## config.mk

```make
export PLATFORM = sky130hd
export DESIGN_NAME = mac_sequencer
export DESIGN_NICKNAME = d
export VERILOG_FILES = /design/src/rtl/mac_sequencer.sv
export SDC_FILE = /design/constraint.sdc
export NUM_CORES = 1
export LEC_CHECK = 0
export ABC_AREA = 1
export CORE_MARGIN = 2
export CORE_UTILIZATION = 49
export CTS_CLUSTER_DIAMETER = 80
export DETAILED_ROUTE_END_ITERATION = 10
export PLACE_DENSITY = 0.76
export SYNTH_ARGS = -nofsm -noshare
export SYNTH_HDL_FRONTEND = slang
export SYNTH_SLANG_ARGS = --single-unit
```

## constraint.sdc

```tcl
create_clock -name clk -period 1.8 [get_ports clk]
set_input_delay 0.36 -clock clk [delete_from_list [all_inputs] [get_ports clk]]
set_output_delay 0.36 -clock clk [all_outputs]
set_load 0.05 [all_outputs]
```

## src/rtl/mac_sequencer.sv

```systemverilog
// mac_sequencer: FSM controller for one neuron MAC datapath.
// Steps through N_INPUTS operand pairs. For each pair it issues a memory read,
// loads the x/w registers, waits out the multiplier pipeline and then loads
// the accumulator. After the last pair it loads the output register and
// pulses done for one cycle.
// All outputs are Moore outputs. They are registered from the next-state
// decode, so every output matches the current state register and no input
// reaches an output combinationally.
// Optional feature: define SEQ_ABORT_EN to add the abort input. While a run is
// in progress, abort returns the FSM to IDLE and suppresses ld_out and done.
module mac_sequencer #(
  parameter int N_INPUTS     = 8,
  parameter int MULT_LATENCY = 3,
  parameter int ADDR_WIDTH   = 3
) (
  input  logic                  clk,
  input  logic                  rst,
  input  logic                  start,
`ifdef SEQ_ABORT_EN
  input  logic                  abort,
`endif
  output logic                  busy,
  output logic                  done,
  output logic [ADDR_WIDTH-1:0] addr_out,
  output logic                  mem_rd,
  output logic                  ld_x,
  output logic                  ld_w,
  output logic                  clr_acc,
  output logic                  ld_acc,
  output logic                  ld_out
);

  // Wait counter width is $clog2(MULT_LATENCY+1), kept at least 1 bit so a
  // combinational multiplier (latency 0) still elaborates cleanly.
  localparam int WCNT_W = (MULT_LATENCY > 0) ? $clog2(MULT_LATENCY + 1) : 1;
  localparam logic [WCNT_W-1:0]     WCNT_LAST =
    WCNT_W'((MULT_LATENCY > 0) ? MULT_LATENCY - 1 : 0);
  localparam logic [ADDR_WIDTH-1:0] IDX_LAST  = ADDR_WIDTH'(N_INPUTS - 1);

  typedef enum logic [2:0] {
    S_IDLE, S_CLEAR, S_FETCH, S_LOAD, S_WAIT, S_ACC, S_OUT, S_DONE
  } state_e;

  // Strobe vector bit order: {clr_acc, mem_rd, ld_x, ld_w, ld_acc, ld_out, done}
  typedef logic [6:0] strb_t;

  state_e                  state_q, state_d;
  logic [ADDR_WIDTH-1:0]   idx_q, idx_d;
  logic [WCNT_W-1:0]       wcnt_q, wcnt_d;
  strb_t                   strb_q, strb_d;
  logic                    busy_q, busy_d;

  // Output decode for a given state. At most one strobe group is active.
  function automatic strb_t decode(input state_e s);
    case (s)
      S_CLEAR: decode = 7'b1000000;
      S_FETCH: decode = 7'b0100000;
      S_LOAD:  decode = 7'b0011000;
      S_ACC:   decode = 7'b0000100;
      S_OUT:   decode = 7'b0000010;
      S_DONE:  decode = 7'b0000001;
      default: decode = 7'b0000000;
    endcase
  endfunction

  // Next-state, counter and output computation.
  always_comb begin
    // NOTE: every variable gets a default value first. Without it, a path
    // that leaves a variable unassigned infers a latch.
    state_d = state_q;
    idx_d   = idx_q;
    wcnt_d  = wcnt_q;
    case (state_q)
      S_IDLE:  if (start) state_d = S_CLEAR;
      S_CLEAR: begin
        idx_d   = '0;
        state_d = S_FETCH;
      end
      S_FETCH: state_d = S_LOAD;
      S_LOAD: begin
        wcnt_d  = '0;
        state_d = (MULT_LATENCY == 0) ? S_ACC : S_WAIT;
      end
      S_WAIT: begin
        wcnt_d = wcnt_q + 1'b1;
        if (wcnt_q == WCNT_LAST) state_d = S_ACC;
      end
      S_ACC: begin
        if (idx_q == IDX_LAST) begin
          state_d = S_OUT;
        end else begin
          idx_d   = idx_q + 1'b1;
          state_d = S_FETCH;
        end
      end
      S_OUT:   state_d = S_DONE;
      S_DONE:  state_d = S_IDLE;
      default: state_d = S_IDLE;
    endcase
`ifdef SEQ_ABORT_EN
    // Abort cancels a run in progress. In IDLE it is ignored, so start wins.
    if (abort && (state_q != S_IDLE)) begin
      state_d = S_IDLE;
      idx_d   = '0;
      wcnt_d  = '0;
    end
`endif
    strb_d = decode(state_d);
    busy_d = (state_d != S_IDLE);
  end

  // State, counter and output registers with synchronous reset.
  always_ff @(posedge clk) begin
    // NOTE: sequential state uses non-blocking assignments so that every
    // flop samples values from before the edge.
    if (rst) begin
      state_q <= S_IDLE;
      idx_q   <= '0;
      wcnt_q  <= '0;
      strb_q  <= '0;
      busy_q  <= 1'b0;
    end else begin
      state_q <= state_d;
      idx_q   <= idx_d;
      wcnt_q  <= wcnt_d;
      strb_q  <= strb_d;
      busy_q  <= busy_d;
    end
  end

  assign {clr_acc, mem_rd, ld_x, ld_w, ld_acc, ld_out, done} = strb_q;
  assign busy     = busy_q;
  // The index register is held from FETCH through ACC, so it drives the address directly.
  assign addr_out = idx_q;

endmodule

```

After elaboration in Yosys (flattened, before gate mapping)
Index checks and enable logic that the tools add are counted.
{"block": "totals", "output_inout_bits": 11, "inputBits": 3, "elab_cells": 36, "reg_bits": 16}
{"block": "classes", "muxes": 8, "n_addsub": 2, "eq_ne": 16, "reduce_logical": 5}
{"cell": "$pmux W7 S6", "count": 1}
{"cell": "$eq A3 B3 Y1 const B", "count": 8}
{"cell": "$pmux W3 S8", "count": 1}
{"cell": "$eq A3 B2 Y1 const B", "count": 4}
{"cell": "$mux W3", "count": 4}
{"cell": "$eq A3 B1 Y1 const B", "count": 2}
{"cell": "$pmux W3 S2", "count": 1}
{"cell": "$pmux W2 S2", "count": 1}
{"cell": "$reduce_bool A2 Y1", "count": 2}
{"cell": "$add A3 B1 Y3 const B", "count": 1}
{"cell": "$logic_not A3 Y1", "count": 1}
{"cell": "$reduce_bool A3 Y1", "count": 1}
{"cell": "$add A2 B1 Y2 const B", "count": 1}
{"cell": "$eq A2 B2 Y1 const B", "count": 1}
{"cell": "$ne A2 B2 Y1 const B", "count": 1}
{"cell": "$reduce_and A2 Y1", "count": 1}

Longest topological paths before layout
{"block": "depth", "ltp_word": 5, "ltp_mapped": 8, "depth_no_buf": 8}

Worst setup path before layout
No wires, ideal clock.
{"block": "synth_timing", "path_type": "register to register", "start": "register idx_q[0] (netlist: addr_out[0])", "end": "register strb_q[0]", "t_arrival_ps": 1484, "setup_ps": 62, "slack_ps": 254, "required_ps": 1738, "period_less_slack_ps": 1546, "path_stages_with_launch": 9, "path_buffers": 0, "path_cell_list": "dfxtp_1 -> ha_1 -> ha_1 -> inv_1 -> nor2_1 -> nor2_2 -> nand2_2 -> nand2_1 -> nor2_2"}
{"block": "synth_between", "elab_chain_len": 5, "word_cells_on_any_way": 10, "classes_between": "eq/ne: 7; mux: 3"}
{"item": "start, declared", "line": "48", "rtl": "logic [ADDR_WIDTH-1:0] idx_q, idx_d;"}
{"item": "start signal, assigned", "line": "124", "rtl": "idx_q <= idx_d;"}
{"item": "$eq A3 B3 Y1 *", "line": "89", "rtl": "if (idx_q == IDX_LAST) begin"}
{"item": "$mux W3 *", "line": "89"}
{"item": "$pmux W3 S8 *", "line": "73", "rtl": "case (state_q)"}
{"item": "$eq A3 B3 Y1, or another cell as far along", "line": "55", "rtl": "case (s)"}
{"item": "$pmux W7 S6 *", "line": "55"}
{"item": "end signal, assigned", "line": "126", "rtl": "strb_q <= strb_d;"}
{"item": "end, declared", "line": "50", "rtl": "strb_t strb_q, strb_d;"}
Mark *: on every way between the ends. The rest lies on a longest branch, timed or not.
A chain may end at the register's enable or synchronous reset.

Worst setup path after layout
{"block": "layout_timing", "start": "register busy_q (netlist: busy)", "end": "output port busy"}
{"item": "start, declared", "line": "51", "rtl": "logic busy_q, busy_d;"}
{"item": "start signal, assigned", "line": "127", "rtl": "busy_q <= busy_d;"}
{"item": "end, declared", "line": "22", "rtl": "output logic busy,"}
No word-level cell between the ends.

==> flow_metrics.env <==
export IMPL_placedInstanceArea_um2=868
export IMPL_timing_max_cap_violations=0
export IMPL_net_switching_power_mw=0.604
export IMPL_finalHoldViolCount=0
export IMPL_ctsHtreeMaxLevel=1
export IMPL_cp_data_arrival_time_ns=1.39
export IMPL_post_synth_top_area_fraction_pct=40.1
export IMPL_post_synth_top_area_cell="sky130_fd_sc_hd__dfxtp_1"
export IMPL_crit_path_max_incr_delay_ns=0.79
export IMPL_internal_power_mw=0.686
export IMPL_route_detailed_vias_per_inst=4.80
export IMPL_post_route_fraction_of_the_period_consumed_by_the_critical_path_pct=97.3
export IMPL_synth_seq_area_share_pct=40.1
export IMPL_layout_min_cycle_time_ns=1.75
export IMPL_nets=120
export IMPL_total_of_flip_flops_plus_latches_after_synthesis=15
export IMPL_total_cts_buffers=3
export IMPL_post_synth_instance_area_um2=748
export IMPL_grt_overflow_total=0
export IMPL_netlist_instances=91
export IMPL_core_ar_um2=1470
export IMPL_floorplan_die_area_um2=1860
export IMPL_slew_viol_final=0
export IMPL_multi_input_area_um2=373
export IMPL_timing_critical_path_buf_inv=1
export IMPL_drt_pre_antenna_iters=4
export IMPL_p_clk_share_pct=15.1
export IMPL_first_global_vias=561
export IMPL_power_density_nw_per_um2=1440
export IMPL_yosysWarningCount=0
export IMPL_reg2reg_slack_ns=0.30
export IMPL_outcome="complete, no violations"
export IMPL_gr_usage_all_layers_pct=17.1
export IMPL_clk_path_buf_depth=2
export IMPL_ios=14
export IMPL_power_sequential_fraction_pct=34.4
export IMPL_pre_cts_ws_ns=0.313
export IMPL_synth_cell_types=18
export IMPL_num_fill_cells=138
export IMPL_cp_num_cells=1
export IMPL_clk_transition_reported_paths_ns=0.10
export IMPL_fin_skew_ns=0.00275
export IMPL_cpLargestDelayFamily="buffers and inverters"
export IMPL_grt_pass1_wl_mm=2.35
export IMPL_max_slew_worst_pin_slew_ns=0.491
export IMPL_post_syn_nets=103
export IMPL_instances_no_fill=123
export IMPL_area_delta_synth_final_pct=19.7
export IMPL_timing_critical_path_cells="clkdlybuf4s50_1"
export IMPL_switching_part_of_the_total_pct=46.8
export IMPL_die_width_um=43.1
export IMPL_maximum_number_of_pins_on_one_net_before_global_route_repair=10
export IMPL_leakage_nw=0.431
export IMPL_final_cell_area_um2=896
export IMPL_combinationalPowerShare_pct=50.5
export IMPL_r2r_cells=8
export IMPL_ant_nets=0
export IMPL_cp_max_fo=1
export IMPL_critical_path_slowest_cell="sky130_fd_sc_hd__clkdlybuf4s50_1"
export IMPL_drcViolationCount=0
export IMPL_final_setup_worst_slack_ns=0.0480
export IMPL_synthTopCellsByArea="sky130_fd_sc_hd__dfxtp_1 40%, sky130_fd_sc_hd__ha_1 15%, sky130_fd_sc_hd__inv_1 7.5%"
export IMPL_routed_wl_mm=1.33
export IMPL_type_of_the_worst_setup_path="flop to output port"
export IMPL_drive_above_1_share_pct=25.2
export IMPL_timing_critical_path_required_ns=1.44
export IMPL_die_height_um=43.1
export IMPL_cts_repair_resize_count=0
export IMPL_post_synth_cell_area_avg_um2=8.22
export IMPL_postCtsSetupRepairBufs=0
export IMPL_max_freq_mhz=571
export IMPL_initial_antenna_violation_count=0
export IMPL_grt_setup_unrepaired="false"
export IMPL_ctsRootBufferMaster="sky130_fd_sc_hd__clkbuf_4"
export IMPL_ir_worst_vdd_uv=749
export IMPL_critical_path_startpoint_type="flop"
export IMPL_ff_latch_area_um2=300
export IMPL_cp_end_kind="output port"
export IMPL_row_count=14
export IMPL_total_of_buffers_placed_on_input_and_output_ports=13
export IMPL_initial_core_utilization_pct=50.9
export IMPL_clock_insertion_delay_worst_skew_ns=0.28
export IMPL_dp_hpwl_mm=1.10
export IMPL_drt_iter0_drc=16
export IMPL_gp_routability_congestion=0.857
export IMPL_cts_hold_repair_buffers=0
export IMPL_clock_tree_from_tritoncts="done"
export IMPL_via_count=591
export IMPL_worst_hold_path_num_cells=2
export IMPL_min_delay_path_class="flop to flop"
export IMPL_timing_setup_tns_ns=0
export IMPL_cts_sink_count=15
export IMPL_avgRoutedWirePerCell_um=10.8
export IMPL_setup_viol_count_final=0
export IMPL_antenna_cells_inserted=0
export IMPL_relSlewSlack_pct=67.1
export IMPL_placedCellCount=119
-- placed cells by master, fill, tap and decap left out --
cell type,instances
sky130_fd_sc_hd__a211oi_1,1
sky130_fd_sc_hd__a21oi_1,5
sky130_fd_sc_hd__buf_4,10
sky130_fd_sc_hd__clkbuf_4,3
sky130_fd_sc_hd__clkdlybuf4s50_1,4
sky130_fd_sc_hd__clkinv_2,1
sky130_fd_sc_hd__dfxtp_1,15
sky130_fd_sc_hd__ha_1,9
sky130_fd_sc_hd__inv_1,15
sky130_fd_sc_hd__inv_2,1
sky130_fd_sc_hd__nand2_1,13
sky130_fd_sc_hd__nand2_2,3
sky130_fd_sc_hd__nand3_1,3
sky130_fd_sc_hd__nand3_2,3
sky130_fd_sc_hd__nand4_1,1
sky130_fd_sc_hd__nand4_2,1
sky130_fd_sc_hd__nor2_1,11
sky130_fd_sc_hd__nor2_2,3
sky130_fd_sc_hd__nor3_2,2
sky130_fd_sc_hd__o21ai_0,2
sky130_fd_sc_hd__or2_0,1
-- tightest hold or removal path: stages, from the launching register on --
cell and delay [ns]:
sky130_fd_sc_hd__dfxtp_1 0.33, sky130_fd_sc_hd__nand2_1 0.06, sky130_fd_sc_hd__a21oi_1 0.05
-- worst paths after layout --
path / startpoint / to
worst min-delay path: addr_out[1] / addr_out[1]
worst max-delay path: busy / busy
worst max register to register: state_q[0] / state_q[2]
worst min register to register: addr_out[1] / addr_out[1]
-- metrics by stage --
stage	power, mW	util [%]	hold WS, ns
after floorplan	0.944	-	0.460
after global placement	1.08	59.0	0.466
after detailed placement	1.11	59.0	0.473
after CTS	1.30	60.9	0.487
after global routing	1.38	60.9	0.521
final	1.29	60.9	0.484
-- cell usage after synthesis --
library cell,n
sky130_fd_sc_hd__dfxtp_1,15
sky130_fd_sc_hd__inv_1,15
sky130_fd_sc_hd__nand2_1,13
sky130_fd_sc_hd__nor2_1,11
sky130_fd_sc_hd__ha_1,9
sky130_fd_sc_hd__a21oi_1,5
sky130_fd_sc_hd__nand2_2,3
sky130_fd_sc_hd__nand3_1,3
sky130_fd_sc_hd__nand3_2,3
sky130_fd_sc_hd__nor2_2,3
sky130_fd_sc_hd__buf_4,2
sky130_fd_sc_hd__nor3_2,2
sky130_fd_sc_hd__o21ai_0,2
sky130_fd_sc_hd__a211oi_1,1
sky130_fd_sc_hd__inv_2,1
sky130_fd_sc_hd__nand4_1,1
sky130_fd_sc_hd__nand4_2,1
sky130_fd_sc_hd__or2_0,1
-- final cells by class --
| class | instances | area share (%) |
|---|---|---|
| Multi-Input combinational cell | 58 | 41.6 |
| Inverter | 16 | 6.70 |
| Clock buffer | 3 | 2.51 |
| Sequential cell | 15 | 33.5 |
| Clock inverter | 1 | 0.559 |
| Timing Repair Buffer | 14 | 12.8 |
| Tap cell | 16 | 2.23 |
-- layer usage --
layer | up-vias | global-route usage (%) | wire length (um)
met5 | - | 0 | 0
met4 | 0 | 7.27 | 9
met3 | 2 | 3.83 | 44
met2 | 11 | 27.9 | 641
met1 | 263 | 21.6 | 638
li1 | 315 | - | -
-- kinds of logic (layout without fill, tap and decap cells) --
family                     Yosys count  count (layout)  share of synthesized area (%)
and+or+nand+nor                     41              41                           29.1
AOI/OAI and AO/OA                    8               8                           5.69
adders and majority gates            9               9                           15.1
DFF                                 15              15                           40.1
buffers and inverters               18              34                           10.0
-- power by group through the flow --
stage / combinational, mW / clock [mW] / sequential [mW]
after floorplan: 0.371 / 0 / 0.573
after global placement: 0.634 / 0 / 0.449
after detailed placement: 0.655 / 0 / 0.453
after CTS: 0.656 / 0.201 / 0.444
after global routing: 0.715 / 0.209 / 0.451
final: 0.651 / 0.195 / 0.444
-- sequential cells by signal (all words and copies together) (netlist names) --
signal,count
addr_out,3
busy,1
state_q,3
strb_q,6
wcnt_q,2
No activity file was read; power rests on OpenSTA's default activity.
